<file path="config.mk">
export PLATFORM = sky130hd
export DESIGN_NAME = uart_fifo_port
export DESIGN_NICKNAME = d
export VERILOG_FILES = /design/src/rtl/uart_fifo_port.sv
export SDC_FILE = /design/constraint.sdc
export NUM_CORES = 1
export LEC_CHECK = 0
export CORE_AREA = 2 2 173 175
export DETAILED_ROUTE_END_ITERATION = 16
export DIE_AREA = 0 0 175 177
export GPL_ROUTABILITY_DRIVEN = 0
export GPL_TIMING_DRIVEN = 0
export PLACE_DENSITY_LB_ADDON = 0.1
export RECOVER_POWER = 25
export SLEW_MARGIN = 20
export SYNTH_ARGS = -nofsm -noshare
export SYNTH_HDL_FRONTEND = slang
export SYNTH_SLANG_ARGS = --single-unit
</file>
<file path="constraint.sdc">
create_clock -name clk -period 5.3 [get_ports clk]
set_input_delay 1.06 -clock clk [delete_from_list [all_inputs] [get_ports clk]]
set_output_delay 1.06 -clock clk [all_outputs]
set_load 0.005 [all_outputs]
</file>
<file path="src/rtl/uart_fifo_port.sv">
// Full-duplex UART with TX/RX FIFOs, optional parity, sticky error flags
// and a level int_req / pulse int_ack interrupt handshake.
module uart_fifo_port #(
  parameter int DIVISOR    = 434,
  parameter int DATA_BITS  = 8,
  parameter bit PARITY_EN  = 1'b0,
  parameter bit PARITY_ODD = 1'b0,
  parameter int FIFO_DEPTH = 16
) (
  input  logic                 clk,
  input  logic                 rst,
  input  logic [DATA_BITS-1:0] data_in,
  input  logic                 write_enable,
  output logic                 write_not_busy,
  input  logic                 read_enable,
  output logic [DATA_BITS-1:0] data_out,
  output logic                 rx_valid,
  output logic                 int_req,
  input  logic                 int_ack,
  input  logic                 err_clr,
  output logic                 parity_err,
  output logic                 frame_err,
  output logic                 overrun,
  output logic                 TxD,
  input  logic                 RxD
);
  localparam int AW = $clog2(FIFO_DEPTH);
  localparam int PW = AW + 1;
  localparam int CW = $clog2(DIVISOR);
  localparam logic [CW-1:0] BIT_LOAD  = CW'(DIVISOR - 1);
  localparam logic [CW-1:0] HALF_LOAD = CW'(DIVISOR / 2 - 1);
  localparam logic [2:0]    LAST_BIT  = 3'(DATA_BITS - 1);

  typedef enum logic [2:0] {S_IDLE, S_START, S_DATA, S_PARITY, S_STOP} state_e;

  logic [DATA_BITS-1:0] tx_mem [FIFO_DEPTH];
  logic [DATA_BITS-1:0] rx_mem [FIFO_DEPTH];

  state_e               tx_state_q, tx_state_d, rx_state_q, rx_state_d;
  logic [CW-1:0]        tx_cnt_q, tx_cnt_d, rx_cnt_q, rx_cnt_d;
  logic [DATA_BITS-1:0] tx_shift_q, tx_shift_d, rx_shift_q, rx_shift_d;
  logic [2:0]           tx_bit_q, tx_bit_d, rx_bit_q, rx_bit_d;
  logic                 tx_par_q, tx_par_d, txd_q, txd_d, rx_pbad_q, rx_pbad_d;
  logic [PW-1:0]        tx_wr_q, tx_wr_d, tx_rd_q, tx_rd_d, rx_wr_q, rx_wr_d, rx_rd_q, rx_rd_d;
  logic [DATA_BITS-1:0] data_out_q, data_out_d;
  logic                 rx_valid_q, rx_valid_d, int_req_q, int_req_d;
  logic                 parity_err_q, parity_err_d, frame_err_q, frame_err_d, overrun_q, overrun_d;
  logic                 rx_meta_q, rx_sync_q, rx_prev_q;

  logic                 tx_full, tx_empty, tx_push, tx_pop, tx_load, tx_last;
  logic                 rx_full, rx_push, rx_pop, rx_push_req, rx_last;
  logic                 par_evt, frm_evt, ovr_evt;
  logic [DATA_BITS-1:0] tx_head;

  assign tx_full  = (tx_wr_q[AW] != tx_rd_q[AW]) && (tx_wr_q[AW-1:0] == tx_rd_q[AW-1:0]);
  assign tx_empty = (tx_wr_q == tx_rd_q);
  assign rx_full  = (rx_wr_q[AW] != rx_rd_q[AW]) && (rx_wr_q[AW-1:0] == rx_rd_q[AW-1:0]);
  assign tx_head  = tx_mem[tx_rd_q[AW-1:0]];
  assign tx_last  = (tx_cnt_q == '0);
  assign rx_last  = (rx_cnt_q == '0);

  // Transmitter: a bit counter reloads at every bit boundary; STOP chains straight into START.
  always_comb begin
    // NOTE: every signal written here is defaulted first, so no path can infer a latch.
    tx_state_d = tx_state_q;
    tx_cnt_d   = tx_cnt_q;
    tx_shift_d = tx_shift_q;
    tx_bit_d   = tx_bit_q;
    tx_par_d   = tx_par_q;
    txd_d      = txd_q;
    tx_pop     = 1'b0;
    tx_load    = 1'b0;
    if (tx_state_q != S_IDLE) tx_cnt_d = tx_last ? BIT_LOAD : tx_cnt_q - 1'b1;
    case (tx_state_q)
      S_IDLE:  tx_load = !tx_empty;
      S_START: if (tx_last) begin
        tx_state_d = S_DATA;
        tx_bit_d   = '0;
        txd_d      = tx_shift_q[0];
      end
      S_DATA: if (tx_last) begin
        tx_shift_d = tx_shift_q >> 1;
        if (tx_bit_q == LAST_BIT) begin
          tx_state_d = PARITY_EN ? S_PARITY : S_STOP;
          txd_d      = PARITY_EN ? tx_par_q : 1'b1;
        end else begin
          tx_bit_d = tx_bit_q + 1'b1;
          txd_d    = tx_shift_q[1];
        end
      end
      S_PARITY: if (tx_last) begin
        tx_state_d = S_STOP;
        txd_d      = 1'b1;
      end
      S_STOP: if (tx_last) begin
        tx_state_d = S_IDLE;
        tx_load    = !tx_empty;
      end
      default: tx_state_d = S_IDLE;
    endcase
    if (tx_load) begin
      tx_pop     = 1'b1;
      tx_state_d = S_START;
      tx_shift_d = tx_head;
      tx_par_d   = (^tx_head) ^ PARITY_ODD;
      txd_d      = 1'b0;
      tx_cnt_d   = BIT_LOAD;
    end
  end

  // Receiver: half-bit wait after the falling edge puts every later sample mid-bit.
  always_comb begin
    rx_state_d  = rx_state_q;
    rx_cnt_d    = rx_cnt_q;
    rx_shift_d  = rx_shift_q;
    rx_bit_d    = rx_bit_q;
    rx_pbad_d   = rx_pbad_q;
    rx_push_req = 1'b0;
    par_evt     = 1'b0;
    frm_evt     = 1'b0;
    if (rx_state_q != S_IDLE) rx_cnt_d = rx_last ? BIT_LOAD : rx_cnt_q - 1'b1;
    case (rx_state_q)
      S_IDLE: if (rx_prev_q && !rx_sync_q) begin
        rx_state_d = S_START;
        rx_cnt_d   = HALF_LOAD;
      end
      S_START: if (rx_last) begin
        if (rx_sync_q) rx_state_d = S_IDLE;
        else begin
          rx_state_d = S_DATA;
          rx_bit_d   = '0;
        end
      end
      S_DATA: if (rx_last) begin
        rx_shift_d = {rx_sync_q, rx_shift_q[DATA_BITS-1:1]};
        if (rx_bit_q == LAST_BIT) rx_state_d = PARITY_EN ? S_PARITY : S_STOP;
        else                      rx_bit_d   = rx_bit_q + 1'b1;
      end
      S_PARITY: if (rx_last) begin
        rx_pbad_d  = rx_sync_q ^ (^rx_shift_q) ^ PARITY_ODD;
        rx_state_d = S_STOP;
      end
      S_STOP: if (rx_last) begin
        rx_state_d = S_IDLE;
        if (!rx_sync_q)     frm_evt     = 1'b1;
        else if (rx_pbad_q) par_evt     = 1'b1;
        else                rx_push_req = 1'b1;
      end
      default: rx_state_d = S_IDLE;
    endcase
  end

  // FIFO pointers, registered show-ahead head, sticky flags and interrupt.
  always_comb begin
    tx_push    = write_enable && !tx_full;
    tx_wr_d    = tx_wr_q + PW'(tx_push);
    tx_rd_d    = tx_rd_q + PW'(tx_pop);
    rx_pop     = read_enable && rx_valid_q;
    rx_push    = rx_push_req && (!rx_full || rx_pop);
    ovr_evt    = rx_push_req && rx_full && !rx_pop;
    rx_wr_d    = rx_wr_q + PW'(rx_push);
    rx_rd_d    = rx_rd_q + PW'(rx_pop);
    rx_valid_d = (rx_wr_d != rx_rd_d);
    data_out_d = data_out_q;
    // The new head may be the byte being written this very cycle.
    if ((rx_push || rx_pop) && rx_valid_d)
      data_out_d = (rx_push && rx_rd_d == rx_wr_q) ? rx_shift_q : rx_mem[rx_rd_d[AW-1:0]];
    parity_err_d = par_evt || (parity_err_q && !err_clr);
    frame_err_d  = frm_evt || (frame_err_q && !err_clr);
    overrun_d    = ovr_evt || (overrun_q && !err_clr);
    int_req_d    = rx_push || par_evt || frm_evt || ovr_evt || (int_req_q && !int_ack);
  end

  // NOTE: FIFO storage has no reset; the pointers alone decide which entries are valid.
  always_ff @(posedge clk) begin
    if (tx_push) tx_mem[tx_wr_q[AW-1:0]] <= data_in;
    if (rx_push) rx_mem[rx_wr_q[AW-1:0]] <= rx_shift_q;
  end

  // NOTE: sequential state uses non-blocking assignments so every flop sees pre-edge values.
  always_ff @(posedge clk or negedge rst) begin
    if (!rst) begin
      tx_state_q <= S_IDLE;        rx_state_q   <= S_IDLE;
      tx_cnt_q   <= '0;            rx_cnt_q     <= '0;
      tx_shift_q <= '0;            rx_shift_q   <= '0;
      tx_bit_q   <= '0;            rx_bit_q     <= '0;
      tx_par_q   <= 1'b0;          rx_pbad_q    <= 1'b0;
      txd_q      <= 1'b1;          data_out_q   <= '0;
      tx_wr_q    <= '0;            tx_rd_q      <= '0;
      rx_wr_q    <= '0;            rx_rd_q      <= '0;
      rx_valid_q <= 1'b0;          int_req_q    <= 1'b0;
      parity_err_q <= 1'b0;        frame_err_q  <= 1'b0;
      overrun_q  <= 1'b0;
      rx_meta_q  <= 1'b1;          rx_sync_q    <= 1'b1;
      rx_prev_q  <= 1'b1;
    end else begin
      tx_state_q <= tx_state_d;    rx_state_q   <= rx_state_d;
      tx_cnt_q   <= tx_cnt_d;      rx_cnt_q     <= rx_cnt_d;
      tx_shift_q <= tx_shift_d;    rx_shift_q   <= rx_shift_d;
      tx_bit_q   <= tx_bit_d;      rx_bit_q     <= rx_bit_d;
      tx_par_q   <= tx_par_d;      rx_pbad_q    <= rx_pbad_d;
      txd_q      <= txd_d;         data_out_q   <= data_out_d;
      tx_wr_q    <= tx_wr_d;       tx_rd_q      <= tx_rd_d;
      rx_wr_q    <= rx_wr_d;       rx_rd_q      <= rx_rd_d;
      rx_valid_q <= rx_valid_d;    int_req_q    <= int_req_d;
      parity_err_q <= parity_err_d; frame_err_q <= frame_err_d;
      overrun_q  <= overrun_d;
      rx_meta_q  <= RxD;           rx_sync_q    <= rx_meta_q;
      rx_prev_q  <= rx_sync_q;
    end
  end

  assign TxD            = txd_q;
  assign write_not_busy = !tx_full;
  assign data_out       = data_out_q;
  assign rx_valid       = rx_valid_q;
  assign int_req        = int_req_q;
  assign parity_err     = parity_err_q;
  assign frame_err      = frame_err_q;
  assign overrun        = overrun_q;
endmodule

</file>
# Word-level counts from Yosys, hierarchy flattened
# Memories as Yosys holds them, arrays and structs flattened.
# Index checks and enable logic that the tools add are counted.
[totals]
input_bits = 15
ff_bits = 84
romBits = 0
n_memories = 2
output_inout_bits = 15
latch_bits = 0
word_cells = 177
ramBits = 256
[memory_table]
columns = ["name", "words", "word_bits", "read_ports", "rd_ports_with_merged_regs", "write_ports", "line_no", "source"]
rows = [
  ["rx_mem", 16, 8, 1, 0, 1, "37", "logic [DATA_BITS-1:0] rx_mem [FIFO_DEPTH];"],
  ["tx_mem", 16, 8, 1, 0, 1, "36", "logic [DATA_BITS-1:0] tx_mem [FIFO_DEPTH];"],
]
[classes]
n_bitwise = 1
eq_ne = 34
multipliers = 0
n_mux = 58
n_div = 0
n_reduce_logical = 51
shift = 0
n_addsub = 8
order_cmp = 0
[op_table]
columns = ["operator", "count"]
rows = [
  ["$mux 9", 7],
  ["$mux 3", 18],
  ["$mux 8", 4],
  ["$pmux 3 s5", 2],
  ["$ne 2x2->1 const B", 12],
  ["$mux 1", 22],
  ["$add 5x1->5", 4],
  ["$logic_not 9->1", 2],
  ["$sub 9x1->9 const B", 2],
  ["$ne 3x3->1 const B", 5],
  ["$logic_and 1x1->1", 14],
  ["$eq 3x2->1 const B", 4],
  ["$eq 3x3->1 const B", 4],
  ["$pmux 3 s2", 2],
  ["$reduce_and 6->1", 2],
  ["$eq 5x5->1", 2],
  ["$reduce_bool 2->1", 5],
  ["$logic_or 1x1->1", 9],
  ["$eq 4x4->1", 2],
  ["$reduce_and 4->1", 2],
  ["$reduce_xor 8->1", 1],
  ["$logic_not 1->1", 7],
  ["$add 3x1->3 const B", 2],
  ["$eq 3x1->1 const B", 2],
  ["other kinds (11)", 16],
]

# Longest topological paths before layout
[depth]
ltp_word = 9
mapped_depth = 15
ltp_nobuf = 13

# Worst setup path after synthesis
# No wires, ideal clock.
[synth_timing]
path_kind = "in2reg"
from = "in read_enable"
to = "reg data_out_q[2] (netlist: data_out[2])"
setup_time_ps = 128
required_ps = 5172
slack_ps = 1449
t_arrival_ps = 3724
stages = 10
cell_sequence = "nand2_1 -> inv_1 -> ha_1 -> ha_1 -> xor2_1 -> xor2_1 -> or4_4 -> nor4b_4 -> mux2_2 -> mux2_1"
[synth_between]
elab_chain_cells = 6
elab_cells_between_ends = 12
cone_classes = "add/sub: 2; eq/ne: 2; mux: 1; reduce/logical: 6; memory: 1"
[synth_rtl]
columns = ["item", "line_no", "source"]
rows = [
  ["start, declared", "15", "input logic read_enable,"],
  ["$logic_and 1x1->1 *", "158", "rx_pop = read_enable && rx_valid_q;"],
  ["branches (longest 5 deep; another with $mem_v2 16x8)", "--", ""],
  ["end signal, assigned", "202", "txd_q <= txd_d; data_out_q <= data_out_d;"],
  ["end, declared", "45", "logic [DATA_BITS-1:0] data_out_q, data_out_d;"],
]
# Mark *: on every way between the ends.
# A chain may end at the register's enable or synchronous reset.

# Final worst setup path
[layout_timing]
from = "in read_enable"
to = "reg data_out_q[1] (netlist: data_out[1])"
[layout_between]
elab_cells_between_ends = 12
cone_classes = "add/sub: 2; eq/ne: 2; mux: 1; reduce/logical: 6; memory: 1"
[layout_lines]
columns = ["item", "line_no", "source"]
rows = [
  ["$logic_and 1x1->1 *", "158", ""],
  ["$add 5x1->5 *", "162", "rx_rd_d = rx_rd_q + PW'(rx_pop);"],
  ["named net rx_rd_d[1]", "44", "logic [PW-1:0] tx_wr_q, tx_wr_d, tx_rd_q, tx_rd_d, rx_wr_q, rx_wr_d, rx_rd_q, rx_rd_d;"],
  ["branches (longest 3 deep; another with $mem_v2 16x8)", "--", ""],
]
# Mark *: on every way through the listed nets, which the timed path passes.

==> metrics.md <==
| Metric | Value |
|---|---|
| NetSw | 2.407 mW |
| DR vias | 7365 |
| Peak supply drop | 0.0002402 V |
| FMAX | 217.1 MHz |
| Clk network pwr share | 30.9% |
| Layout cells sized above 1 | 17.58% |
| Status | finished with violations |
| Worst Tran Pin Value | 2.098 ns |
| Max Transition Viols Final | 36 |
| Register area share after synthesis | 69.23% |
| Die area | 0.03098 sq mm |
| Layout area overhead | 14.39% |
| Routed met3 length | 970 microns |
| # IOs | 30 |
| Max-Slew Margin vs Limit | -39.89% |
| Cell Int Power | 5.635 mW |
| Remaining DRCs | 0 |
| Mapped cell area | 0.01415 sq mm |
| Vias in the first global route | 7896 |
| Main flop type after synthesis | edfxtp_1 |
| Endpoints failing setup | 0 |
| Drt wl/cell | 20.97 microns |
| Clk sinks | 340 |
| Critical path's slowest cell | clkbuf_1 |
| Violated checks | capacitance limit, slew limit |
| Power Dens Cells | 496.9 mW/mm^2 |
| Placed Instance Area | 0.01499 sq mm |
| Crit path capture type | flip-flop |
| Die height | 177 microns |
| Netlist cell types | 55 |
| Syn. warnings | 0 |
| Clock-pin slew on the worst setup and hold paths | 0.06 ns |
| WHS Path Cells | 0 |
| DR vias/cell | 5.521 |
| Crit-path max cell delay | 0.60 ns |
| Total GRT Usage | 18.85% |
| Tmin final | 4.605 ns |
| Syn Area/Cell | 16.74 sq um |
| CP Data Arrival Time | 5.00 ns |
| DR WL met2 | 14290 microns |
| Critical Path, Cell by Cell | clkdlybuf4s50_1 > nand2_1 > inv_1 > ha_1 > ha_1 > clkbuf_1 > clkbuf_1 > clkbuf_1 > mux4_2 > mux2i_1 > a21oi_1 > mux2_1 > mux2_1 |
| Antenna violations before repair | 0 |
| Initial Util | 48.38% |
| Clock Latency Late Sink | 0.52 ns |
| EDFF count, synth | 256 |
| Register share of total power | 41.2% |
| CP required | 5.70 ns |
| Die Wd | 175 microns |
| Synth Instances | 845 |
| Initial DRC count | 492 |
| Setup TNS | 0 ns |
| Switching portion of total power | 29.93% |
| Setup Skew | 0.01770 ns |
| Antenna diodes | 0 |
| WS Path Type | in2reg |
| Largest net degree at the start of global routing | 50 |
| Synthesized flop and latch total | 340 |
| Post-CTS setup buffer count | 0 |
| Max-cap violations | 1 |
| DR top layer | met4 |
| Post-route cell area | 0.01618 sq mm |
| Ys async rst share | 24.71% |
| CTS buffer count | 38 |
| DRT Wirelength | 27980 microns |
| Pre-CTS WS | 0.1027 ns |
| DP HPWL | 18480 microns |
| RSZ-0062 raised after global routing | no |
| H-tree depth | 2 |
| Worst min path class | reg2reg |
| CP max FO | 10 |
| TritonCTS clock tree | yes |
| Post-cts resize count | 0 |
| Num rows | 63 |
| Most Frequent Cell on Critical Path | clkbuf_1 |
| Hold_buf cts | 0 |
| Worst R2R Path Depth | 12 |
| Net Count, Synth | 876 |
| Core area | 0.02924 sq mm |
| First-pass GRT wire length | 44330 microns |
| DRT Pass-1 Iters | 5 |
| Final hold vios | 0 |
| NumNets Final | 946 |
| Port Buffer Count | 29 |
| Post-DRT Antenna Nets | 0 |
| Leakage | 5.638 nW |
| Gate power share | 27.9% |
| Clock tree buffer depth | 3 |
| Setup ws final | 0.6948 ns |
| CP startpoint kind | input port |
| Final worst path period share | 86.89% |
| Number of fill cells in the layout | 2287 |
| Total grt overflow | 0 |
| WL met1 | 11900 microns |
| Clk root buf | clkbuf_16 |
-- metal layers --
metal  up-vias  GRT usage [%]
met1      3750          24.29
met3        65          2.942
met5         -              0
met2       144          32.87
li1       3406              -
met4         0          6.354
-- path summary, 6_finish.rpt --
path / from / end / slack, ns
worst max-delay path: read_enable / data_out[1]$_DFFE_PN0P_ / 0.69
worst min-delay path: rx_sync_q$_DFF_PN1_ / rx_prev_q$_DFF_PN1_ / 0.36
worst max register to register: rx_valid$_DFF_PN0_ / data_out[1]$_DFFE_PN0P_ / 1.26
worst min register to register: rx_sync_q$_DFF_PN1_ / rx_prev_q$_DFF_PN1_ / 0.36
max in group asynchronous: rst / rx_cnt_q[3]$_DFF_PN0_ / 2.95
min in group asynchronous: rst / rx_rd_q[0]$_DFF_PN0_ / 1.15
-- registers in the layout, summed over array words and instances (netlist names), 3 cells and up --
name,cells
data_out,8
rx_bit_q,3
rx_cnt_q,9
rx_mem,128
rx_rd_q,5
rx_shift_q,8
rx_state_q,3
rx_wr_q,5
tx_bit_q,3
tx_cnt_q,9
tx_mem,128
tx_rd_q,5
tx_shift_q,8
tx_state_q,3
tx_wr_q,5
-- through the flow --
step,hold slack (ns),cells,utilization (%),power [mW]
final,0.3623,1334,55.34,8.042
after global routing,0.3679,1334,55.34,8.458
after CTS,0.3640,1334,55.35,8.145
after detailed placement,0.3485,1265,51.26,5.635
after global placement,0.3504,1264,51.04,5.557
after floorplan,0.3452,845,-,4.956
-- logic make-up after synthesis --
logic type / Yosys count / share of synthesized area (%)
DFF: 340 / 69.23
and+or+nand+nor: 175 / 6.730
xor gates and xnor gates: 48 / 2.972
AOI/OAI and AO/OA: 90 / 3.830
buffers and inverters: 63 / 1.848
muxes: 113 / 13.97
adders and majority gates: 16 / 1.415
-- layout by cell type, fill, tap and decap left out, types with 22 or more instances in the layout --
cell and n:
clkbuf_16 41, nand2_1 29, xor2_1 27, nor2_1 50, a21oi_1 32, dfrtp_1 80, o21ai_0 23, clkdlybuf4s50_1 27
clkbuf_1 39, mux4_2 65, edfxtp_1 256, mux2i_1 22
-- area by class of cell --
class | count | area, sq um | share of cell area [%]
flip-flops and latches | 340 | 9794 | 60.52
multi-input cells | 442 | 4131 | 25.53
clock buffers | 51 | 1084 | 6.696
well taps | 390 | 488.0 | 3.015
repair buffers | 30 | 311.5 | 1.925
plain buffers | 45 | 193.9 | 1.198
clock inverters | 18 | 112.6 | 0.6958
inverters | 18 | 67.56 | 0.4175
-- power by group through the flow --
stage | Sequential, mW | Clock, mW | Combinational [mW]
floorplan | 3.32 | 0 | 1.63
global placement | 3.35 | 0 | 2.21
detailed placement | 3.37 | 0 | 2.27
CTS | 3.31 | 2.55 | 2.28
global route | 3.35 | 2.65 | 2.46
finish | 3.31 | 2.49 | 2.24
-- critical path, delay by kind of cell --
| family | cells | cell delay (ns) |
|---|---|---|
| buffers and inverters | 5 | 1.95 |
| AO/OA/AOI/OAI | 1 | 0.11 |
| adder cells (fa/ha/maj) | 2 | 0.49 |
| AND/OR/NAND/NOR | 1 | 0.09 |
| multiplexers | 4 | 1.28 |
-- Yosys cell counts (6+ instances only) --
cell,count,area (sq um)
edfxtp_1,256,7687
dfrtp_1,80,2002
mux4_2,65,1464
nor2_1,50,187.7
a21oi_1,32,160.2
clkbuf_1,30,112.6
nand2_1,29,108.9
xor2_1,27,236.5
o21ai_0,23,115.1
mux2i_1,22,220.2
nand3_1,21,105.1
xnor2_1,21,183.9
inv_1,18,67.56
nor3_1,17,85.08
a211oi_1,16,120.1
ha_1,16,200.2
mux2_2,15,168.9
nor2b_1,12,75.07
mux2_1,11,123.9
nand2b_1,9,56.30
buf_2,8,40.04
nand3b_1,6,45.04
No activity file was read; power rests on OpenSTA's default activity.
